### src/rtl/apb_cmd_master_if.sv
// Command/response stream plus APB4 bus bundle for apb_cmd_master.
// The master modport is the initiator side; slave is the command source / peripheral side.
interface apb_cmd_master_if #(
    parameter int unsigned ADDR_WIDTH = 8,
    parameter int unsigned DATA_WIDTH = 32
);
    localparam int unsigned STRB_WIDTH = DATA_WIDTH / 8;

    logic                  cmd_valid_i;
    logic                  cmd_ready_o;
    logic                  cmd_write_i;
    logic [ADDR_WIDTH-1:0] cmd_addr_i;
    logic [DATA_WIDTH-1:0] cmd_wdata_i;
    logic [STRB_WIDTH-1:0] cmd_strb_i;

    logic                  rsp_valid_o;
    logic                  rsp_ready_i;
    logic [DATA_WIDTH-1:0] rsp_rdata_o;
    logic                  rsp_err_o;
    logic                  rsp_timeout_o;

    logic [ADDR_WIDTH-1:0] paddr_o;
    logic                  psel_o;
    logic                  penable_o;
    logic                  pwrite_o;
    logic [DATA_WIDTH-1:0] pwdata_o;
    logic [STRB_WIDTH-1:0] pstrb_o;
    logic [DATA_WIDTH-1:0] prdata_i;
    logic                  pready_i;
    logic                  pslverr_i;

    modport master (
        input  cmd_valid_i, cmd_write_i, cmd_addr_i, cmd_wdata_i, cmd_strb_i,
        input  rsp_ready_i,
        input  prdata_i, pready_i, pslverr_i,
        output cmd_ready_o,
        output rsp_valid_o, rsp_rdata_o, rsp_err_o, rsp_timeout_o,
        output paddr_o, psel_o, penable_o, pwrite_o, pwdata_o, pstrb_o
    );

    modport slave (
        output cmd_valid_i, cmd_write_i, cmd_addr_i, cmd_wdata_i, cmd_strb_i,
        output rsp_ready_i,
        output prdata_i, pready_i, pslverr_i,
        input  cmd_ready_o,
        input  rsp_valid_o, rsp_rdata_o, rsp_err_o, rsp_timeout_o,
        input  paddr_o, psel_o, penable_o, pwrite_o, pwdata_o, pstrb_o
    );
endinterface

### src/rtl/apb_cmd_master.sv
// APB4 initiator: turns a valid/ready command stream into single APB transfers
// and returns a valid/ready response with read data, slave error and timeout status.
module apb_cmd_master #(
    parameter int unsigned ADDR_WIDTH     = 8,
    parameter int unsigned DATA_WIDTH     = 32,
    parameter int unsigned TIMEOUT_CYCLES = 255
) (
    input  logic                clk,
    input  logic                rst_n,
    apb_cmd_master_if.master    bus,
    output logic                busy_o
);

    localparam int unsigned STRB_WIDTH = DATA_WIDTH / 8;
    localparam int unsigned CNT_WIDTH  = (TIMEOUT_CYCLES == 0) ? 1 : $clog2(TIMEOUT_CYCLES + 1);
    localparam bit          TMO_EN     = (TIMEOUT_CYCLES != 0);
    localparam logic [CNT_WIDTH-1:0] CNT_LAST =
        (TIMEOUT_CYCLES == 0) ? '0 : CNT_WIDTH'(TIMEOUT_CYCLES - 1);
    localparam logic [CNT_WIDTH-1:0] CNT_MAX  = '1;

    localparam logic [1:0] ST_IDLE   = 2'd0;
    localparam logic [1:0] ST_SETUP  = 2'd1;
    localparam logic [1:0] ST_ACCESS = 2'd2;
    localparam logic [1:0] ST_RESP   = 2'd3;

    logic [1:0]           state;
    logic [1:0]           state_nxt;
    logic [CNT_WIDTH-1:0] wait_cnt;
    logic                 accept_c;
    logic                 done_c;
    logic                 tmo_hit_c;

    // Counter holds the number of wait states already seen, so the hit fires on the last allowed one.
    assign tmo_hit_c = TMO_EN && (wait_cnt == CNT_LAST);

    // Next-state logic; pready in the final allowed cycle wins over the timeout.
    always_comb begin
        state_nxt = state;
        accept_c  = 1'b0;
        done_c    = 1'b0;
        case (state)
            ST_IDLE: begin
                if (bus.cmd_valid_i && bus.cmd_ready_o) begin
                    accept_c  = 1'b1;
                    state_nxt = ST_SETUP;
                end
            end
            ST_SETUP: begin
                state_nxt = ST_ACCESS;
            end
            ST_ACCESS: begin
                if (bus.pready_i || tmo_hit_c) begin
                    done_c    = 1'b1;
                    state_nxt = ST_RESP;
                end
            end
            ST_RESP: begin
                if (bus.rsp_ready_i) begin
                    state_nxt = ST_IDLE;
                end
            end
            default: begin
                state_nxt = ST_IDLE;
            end
        endcase
    end

    always_ff @(posedge clk or negedge rst_n) begin
        if (!rst_n) begin
            state <= ST_IDLE;
        end else begin
            state <= state_nxt;
        end
    end

    // Wait-state counter: cleared while in SETUP, saturating count of ACCESS cycles without pready.
    always_ff @(posedge clk or negedge rst_n) begin
        if (!rst_n) begin
            wait_cnt <= '0;
        end else if (state == ST_SETUP) begin
            wait_cnt <= '0;
        end else if ((state == ST_ACCESS) && !bus.pready_i && (wait_cnt != CNT_MAX)) begin
            wait_cnt <= wait_cnt + CNT_WIDTH'(1);
        end
    end

    // Control outputs are registered from the next state so they align with the state itself;
    // cmd_ready staying low in reset doubles as the out-of-reset flag.
    always_ff @(posedge clk or negedge rst_n) begin
        if (!rst_n) begin
            bus.cmd_ready_o   <= 1'b0;
            bus.psel_o        <= 1'b0;
            bus.penable_o     <= 1'b0;
            bus.rsp_valid_o   <= 1'b0;
            busy_o            <= 1'b0;
            bus.paddr_o       <= '0;
            bus.pwrite_o      <= 1'b0;
            bus.pwdata_o      <= '0;
            bus.pstrb_o       <= '0;
            bus.rsp_rdata_o   <= '0;
            bus.rsp_err_o     <= 1'b0;
            bus.rsp_timeout_o <= 1'b0;
        end else begin
            bus.cmd_ready_o <= (state_nxt == ST_IDLE);
            bus.psel_o      <= (state_nxt == ST_SETUP) || (state_nxt == ST_ACCESS);
            bus.penable_o   <= (state_nxt == ST_ACCESS);
            bus.rsp_valid_o <= (state_nxt == ST_RESP);
            busy_o          <= (state_nxt != ST_IDLE);

            if (accept_c) begin
                bus.paddr_o  <= bus.cmd_addr_i;
                bus.pwrite_o <= bus.cmd_write_i;
                bus.pwdata_o <= bus.cmd_wdata_i;
                bus.pstrb_o  <= bus.cmd_write_i ? bus.cmd_strb_i : STRB_WIDTH'(0);
            end

            if (done_c) begin
                bus.rsp_rdata_o   <= (bus.pready_i && !bus.pwrite_o) ? bus.prdata_i : DATA_WIDTH'(0);
                bus.rsp_err_o     <= bus.pready_i ? bus.pslverr_i : 1'b1;
                bus.rsp_timeout_o <= !bus.pready_i;
            end
        end
    end

endmodule

### src/flat_wrapper.sv
// flat-port wrapper written by rule: the top's interface ports become plain ports
module apb_cmd_master_flat 
#(
    parameter int unsigned ADDR_WIDTH     = 8,
    parameter int unsigned DATA_WIDTH     = 32,
    parameter int unsigned TIMEOUT_CYCLES = 255
)
  (clk, rst_n, busy_o, bus_cmd_valid_i, bus_cmd_write_i, bus_cmd_addr_i, bus_cmd_wdata_i, bus_cmd_strb_i, bus_rsp_ready_i, bus_prdata_i, bus_pready_i, bus_pslverr_i, bus_cmd_ready_o, bus_rsp_valid_o, bus_rsp_rdata_o, bus_rsp_err_o, bus_rsp_timeout_o, bus_paddr_o, bus_psel_o, bus_penable_o, bus_pwrite_o, bus_pwdata_o, bus_pstrb_o);
  apb_cmd_master_if #(.ADDR_WIDTH(ADDR_WIDTH), .DATA_WIDTH(DATA_WIDTH)) bus_i ();
  input  logic clk;
  input  logic rst_n;
  output logic busy_o;
  input wire logic [$bits(bus_i.cmd_valid_i)-1:0] bus_cmd_valid_i;
  input wire logic [$bits(bus_i.cmd_write_i)-1:0] bus_cmd_write_i;
  input wire logic [$bits(bus_i.cmd_addr_i)-1:0] bus_cmd_addr_i;
  input wire logic [$bits(bus_i.cmd_wdata_i)-1:0] bus_cmd_wdata_i;
  input wire logic [$bits(bus_i.cmd_strb_i)-1:0] bus_cmd_strb_i;
  input wire logic [$bits(bus_i.rsp_ready_i)-1:0] bus_rsp_ready_i;
  input wire logic [$bits(bus_i.prdata_i)-1:0] bus_prdata_i;
  input wire logic [$bits(bus_i.pready_i)-1:0] bus_pready_i;
  input wire logic [$bits(bus_i.pslverr_i)-1:0] bus_pslverr_i;
  output wire logic [$bits(bus_i.cmd_ready_o)-1:0] bus_cmd_ready_o;
  output wire logic [$bits(bus_i.rsp_valid_o)-1:0] bus_rsp_valid_o;
  output wire logic [$bits(bus_i.rsp_rdata_o)-1:0] bus_rsp_rdata_o;
  output wire logic [$bits(bus_i.rsp_err_o)-1:0] bus_rsp_err_o;
  output wire logic [$bits(bus_i.rsp_timeout_o)-1:0] bus_rsp_timeout_o;
  output wire logic [$bits(bus_i.paddr_o)-1:0] bus_paddr_o;
  output wire logic [$bits(bus_i.psel_o)-1:0] bus_psel_o;
  output wire logic [$bits(bus_i.penable_o)-1:0] bus_penable_o;
  output wire logic [$bits(bus_i.pwrite_o)-1:0] bus_pwrite_o;
  output wire logic [$bits(bus_i.pwdata_o)-1:0] bus_pwdata_o;
  output wire logic [$bits(bus_i.pstrb_o)-1:0] bus_pstrb_o;
  assign bus_i.cmd_valid_i = bus_cmd_valid_i;
  assign bus_i.cmd_write_i = bus_cmd_write_i;
  assign bus_i.cmd_addr_i = bus_cmd_addr_i;
  assign bus_i.cmd_wdata_i = bus_cmd_wdata_i;
  assign bus_i.cmd_strb_i = bus_cmd_strb_i;
  assign bus_i.rsp_ready_i = bus_rsp_ready_i;
  assign bus_i.prdata_i = bus_prdata_i;
  assign bus_i.pready_i = bus_pready_i;
  assign bus_i.pslverr_i = bus_pslverr_i;
  assign bus_cmd_ready_o = bus_i.cmd_ready_o;
  assign bus_rsp_valid_o = bus_i.rsp_valid_o;
  assign bus_rsp_rdata_o = bus_i.rsp_rdata_o;
  assign bus_rsp_err_o = bus_i.rsp_err_o;
  assign bus_rsp_timeout_o = bus_i.rsp_timeout_o;
  assign bus_paddr_o = bus_i.paddr_o;
  assign bus_psel_o = bus_i.psel_o;
  assign bus_penable_o = bus_i.penable_o;
  assign bus_pwrite_o = bus_i.pwrite_o;
  assign bus_pwdata_o = bus_i.pwdata_o;
  assign bus_pstrb_o = bus_i.pstrb_o;
  apb_cmd_master #(.ADDR_WIDTH(ADDR_WIDTH), .DATA_WIDTH(DATA_WIDTH), .TIMEOUT_CYCLES(TIMEOUT_CYCLES)) u_core (.clk(clk), .rst_n(rst_n), .bus(bus_i), .busy_o(busy_o));
endmodule
### config.mk
export PLATFORM = sky130hd
export DESIGN_NAME = apb_cmd_master_flat
export DESIGN_NICKNAME = d
export VERILOG_FILES = /design/src/rtl/apb_cmd_master_if.sv /design/src/rtl/apb_cmd_master.sv /design/src/flat_wrapper.sv
export SDC_FILE = /design/constraint.sdc
export NUM_CORES = 1
export LEC_CHECK = 0
export CORE_UTILIZATION = 30
export DETAILED_ROUTE_END_ITERATION = 16
export SYNTH_ARGS = -nofsm -noshare
export SYNTH_HDL_FRONTEND = slang
export SYNTH_SLANG_ARGS = --single-unit
### constraint.sdc
create_clock -name clk -period 5.3 [get_ports clk]
set_clock_uncertainty 0.1 [all_clocks]
set_input_delay 0.795 -clock clk [delete_from_list [all_inputs] [get_ports clk]]
set_output_delay 0.795 -clock clk [all_outputs]
set_load 0.02 [all_outputs]
Yosys cells after proc, flatten, opt, wreduce, memory -nomap -nowiden --
Index checks and enable logic that the tools add are counted.
Cells by class: muxes and demuxes 13, reductions and logical operators 12, equal/unequal tests 8, $add $sub $neg 1
Operator list (number):
- $mux W32 | 1
- $mux W8 | 2
- $add A8 B1 Y8 const B | 1
- $eq A2 B2 Y1 const B | 4
- $eq A8 B8 Y1 const B | 1
- $ne A8 B8 Y1 const B | 1
- $pmux W2 S4 | 1
- $mux W2 | 3
- $mux W1 | 5
- $eq A2 B1 Y1 const B | 2
- $logic_and A1 B1 Y1 | 4
- $logic_not A2 Y1 | 2
- $mux W4 | 1
- $reduce_bool A2 Y1 | 2
- $logic_not A1 Y1 | 2
- $logic_or A1 B1 Y1 | 2
Word-level totals: output and inout bits 84, bits in registers 94, input bits 83, word-level logic and storage cells 48

Logic depth before layout (Yosys ltp) --
depth after elaboration 6, gate-level depth with buffers 7, gate-level depth less buffers 7

Least setup slack after synthesis --
No wires, ideal clock.
path type input to register, from input bus_pready_i, to register u_core.wait_cnt[6], buffers on the path 1, cell stages on the path 5, setup slack 3428 ps, arrival time 1673 ps, library setup time 99 ps, data required time 5101 ps, cells stage by stage buf_6 and4bb_1 and4_1 nor2_1 a311oi_1
On the way: word-level cells in the longest chain between the ends 4
Ends and longest elaborated chain:
- start, declared | RTL line flat_wrapper.sv:20 | input wire logic [$bits(bus_i.pready_i)-1:0] bus_pready_i;
- $logic_not A1 Y1 | RTL line apb_cmd_master.sv:82 | end else if ((state == ST_ACCESS) && !bus.pready_i && (wait_cnt != CNT_MAX)) begin
- $logic_and A1 B1 Y1 (2 in series) | RTL line apb_cmd_master.sv:82
- $reduce_bool A2 Y1 (no line)
- end signal, assigned | RTL line apb_cmd_master.sv:83 | wait_cnt <= wait_cnt + CNT_WIDTH'(1);
- end, declared | RTL line apb_cmd_master.sv:28 | logic [CNT_WIDTH-1:0] wait_cnt;
Every way passes these cells. A chain may end at the register's enable or synchronous reset.

Worst setup path in the final report --
from input bus_pready_i, to register u_core.bus.psel_o
On the way: word-level cells in the longest chain between the ends 5, elaborated cells between the ends (all ways) 6, those cells by class eq/ne: 2; mux: 2; reduce/logical: 2
Ends and longest elaborated chain:
- $logic_or A1 B1 Y1 (*) | RTL line apb_cmd_master.sv:52 | if (bus.pready_i || tmo_hit_c) begin
- $mux W2 (*) | RTL line apb_cmd_master.sv:52
- $pmux W2 S4 (*) | RTL line apb_cmd_master.sv:41 | case (state)
- $eq A2 B1 Y1 / $eq A2 B2 Y1 (equally long branches) | RTL line apb_cmd_master.sv:105 | bus.psel_o <= (state_nxt == ST_SETUP) || (state_nxt == ST_ACCESS);
- $logic_or A1 B1 Y1 (*) | RTL line apb_cmd_master.sv:105
- end signal, assigned | RTL line apb_cmd_master.sv:105
- end, declared | RTL line apb_cmd_master_if.sv:38 | output paddr_o, psel_o, penable_o, pwrite_o, pwdata_o, pstrb_o
Mark *: on every way between the ends. The rest lies on a longest branch, timed or not.

==> key figures <==
Status
  – Outcome: finished, final reports clean

Critical path
  – Worst r2r path cells: 5
  – Crit path cell chain: clkdlybuf4s50_1 -> a31oi_4 -> a21oi_2 -> nor2_1 -> ha_1 -> inv_1
  – R2r endpoint: u_core.bus.rsp_rdata_o[31]$_DFFE_PN0P_
  – Worst path max stage delay: 0.83 ns
  – Required @ worst endpoint: 5.49 ns
  – Peak fanout along the critical path: 34
  – Critical Path Source Type: input port
  – WP data arrival: 2.83 ns
  – Reg2reg start: u_core.state[0]$_DFF_PN0_
  – Kind of critical path: input port to flip-flop
  – R2R setup slack: 2.86 ns
  – Crit path max-delay cell type: a31oi_4
  – Critical Path Sink Type: flip-flop

Synthesis
  – Mapped Area: 3950 um2
  – Commonest cells post-synth: 206 x nand2_1, 94 x dfrtp_1, 28 x a22oi_1, 12 x buf_2, 9 x nand3_1
  – Synth area leaders: dfrtp_1 60%, nand2_1 20%, a22oi_1 5.3%, buf_2 1.5%, buf_6 1.4%
  – Register area share after synthesis: 59.6%
  – Top FF cell, synth: dfrtp_1
  – Synth cell types: 36
  – Count leader, synth: nand2_1
  – Post-synth EDFFs: 0
  – Syn Nets: 499
  – YS warnings: 0
  – Syn avg cell area: 9.58 um2
  – Post-synth ARST share: 100%
  – Largest area contributor in the netlist: dfrtp_1
  – Synth Instances: 412
  – Synth Register Bits: 94
  – Synth top area share: 59.6%

CTS
  – CTS tree: done
  – CTS root buf: clkbuf_16
  – CTS clk-pin slew, worst paths: 0.06 ns
  – Post-cts resize count: 0
  – H-tree depth: 3
  – Clock latency on the worst-skew pair: 0.35 ns
  – Post-CTS Setup Bufs: 0
  – Post-CTS Hold Buffers: 0
  – Num CTS Buffers: 9
  – CTS Buffer Depth: 2
  – CTS sink cnt: 94

Timing
  – Crit path time final: 2.64 ns
  – Fmax: 379 MHz
  – Setup WS post-layout: 2.66 ns
  – Worst Tran Pin Value: 0.943 ns
  – Final Hold Fails: 0
  – Final TNS setup: 0 ns
  – Final setup fails: 0
  – Slew Viols, Final: 0
  – Final worst-path cycle share: 49.8%
  – Hold Worst Slack: 0.342 ns
  – Unrepaired setup endpoints after global routing: no
  – Slew headroom: 37.1%

Global route
  – Gr usage total: 16.2%
  – Largest net degree at the start of global routing: 52
  – Vias in the first global route: 3,507
  – Final global-route overflow total: 0
  – First-pass GRT wire length: 16.8 mm
  – Antenna violations before repair: 0

Place
  – IO Port Bufs: 166
  – Post-DP HPWL: 7.22 mm
  – Placed standard-cell area: 5710 um2
  – Placer Congestion: 0.792
  – DP Worst Slack: 2.27 ns

Floorplanning
  – Initial Util: 31.0%
  – Num rows: 41
  – Die Ht: 117 um
  – Ports: 167
  – Core Area: 12,700 um2
  – Die footprint: 13,600 um2
  – Die width: 117 um

Route
  – 1st-iter DRT viols: 250
  – Wirelength per Cell: 14.0 um
  – Routed wire length: 10.4 mm
  – DRC: 0
  – Via/cell ratio: 4.56
  – Post-DRT Antenna Nets: 0
  – Detailed-route via count: 3,410
  – DRT Pass-1 Iters: 4

Cells and area
  – FILL cells: 1,227
  – Final core occ: 47.3%
  – Synth-to-Final Area Change: 52.4%
  – Design Area, Final: 6010 um2
  – Share of post-route cells with drive strength above 1: 5.04%
  – Ant. Diodes: 0
  – Nets@finish: 657

Power
  – Worst vdd ir: 0.000392 V
  – Leak: 2.77 nW
  – PwrDens: 613 nW/um2

Worst hold path
  – Hold/Removal Path Class: input port to async pin

Run
  – MaxCap Viol Count: 0
[report_power, final]
| group | total [mW] | internal, mW | leakage (nW) | switching (mW) |
|---|---|---|---|---|
| Clock | 0.654 | 0.378 | 0.142 | 0.275 |
| Sequential | 1.30 | 1.06 | 1.15 | 0.241 |
| Combinational | 1.73 | 0.825 | 1.48 | 0.910 |
| Total | 3.69 | 2.26 | 2.77 | 1.43 |
[routing by layer]
metal | up-vias | track usage (%) | share of wire, %
li1 | 1662 | - | -
met1 | 1606 | 19.7 | 43
met2 | 135 | 25.4 | 45
met3 | 7 | 8.04 | 11
met4 | 0 | 4.73 | 1.1
met5 | - | 0 | 0
[critical path, delay by kind of cell]
family | cells | cell delay (ns)
adders and majority gates | 1 | 0.25
buffers and inverters | 2 | 0.65
AOI/OAI and AO/OA | 2 | 0.98
and+or+nand+nor | 1 | 0.16
[sequential cells by signal (all words and copies together) (netlist names), 2 cells and up]
register	count
u_core.bus.paddr_o	8
u_core.bus.pstrb_o	4
u_core.bus.pwdata_o	32
u_core.bus.rsp_rdata_o	32
u_core.state	2
u_core.wait_cnt	8
[cells by family (layout without fill, tap and decap cells)]
kind of cell / count (synthesis) / after routing / share of synthesized area, %
AO/OA/AOI/OAI: 49 / 49 / 9.71
multiplexers: 3 / 3 / 0.761
adder cells (fa/ha/maj): 4 / 4 / 1.27
flip-flops: 94 / 94 / 59.6
AND/OR/NAND/NOR: 235 / 235 / 24.6
buffers and inverters: 27 / 190 / 4.00
[through the flow]
stage | power [mW] | cells
after global routing | 3.95 | 747
after floorplan | 2.21 | 412
after global placement | 3.02 | 731
final | 3.69 | 747
after CTS | 3.74 | 747
after detailed placement | 3.06 | 731
[how the worst max path moves through the flow]
| stage | from | end | slack [ns] | depth (start not counted) |
|---|---|---|---|---|
| 2_1_floorplan | bus_pready_i | u_core.wait_cnt[6]$_DFFE_PN0P_ | 3.43 | 5 |
| 3_3_place_gp | bus_pready_i | u_core.bus.psel_o$_DFF_PN0_ | 2.31 | 6 |
| 3_5_place_dp | bus_pready_i | u_core.bus.psel_o$_DFF_PN0_ | 2.27 | 6 |
| 4_1_cts | bus_pready_i | u_core.bus.psel_o$_DFF_PN0_ | 2.64 | 6 |
| 5_1_grt | bus_pready_i | u_core.bus.psel_o$_DFF_PN0_ | 2.49 | 6 |
| 6_report | bus_pready_i | u_core.bus.psel_o$_DFF_PN0_ | 2.66 | 6 |
[layout make-up]
| cell class | instances | area [um2] | area share [%] |
|---|---|---|---|
| multi-input combinational | 291 | 1440 | 24.0 |
| inverter | 5 | 18.8 | 0.312 |
| clock inverter | 5 | 58.8 | 0.978 |
| tap | 172 | 215 | 3.58 |
| timing repair buffer | 169 | 1680 | 28.0 |
| clock buffer | 11 | 243 | 4.04 |
| sequential | 94 | 2350 | 39.1 |
[cell usage in the layout, fill, tap and decap left out, drive strengths merged, types with 2 or more instances in the layout]
cell,instances
o21ai,5
nand2,206
nand3,9
and4,2
clkinvlp,2
clkdlybuf4s50,165
ha,4
a22oi,32
clkinv,2
mux2i,3
a31oi,4
inv,5
nor2,6
dfrtp,94
clkbuf,11
buf,4
a21oi,4
Note: power is estimated with default switching activity, not from simulation.
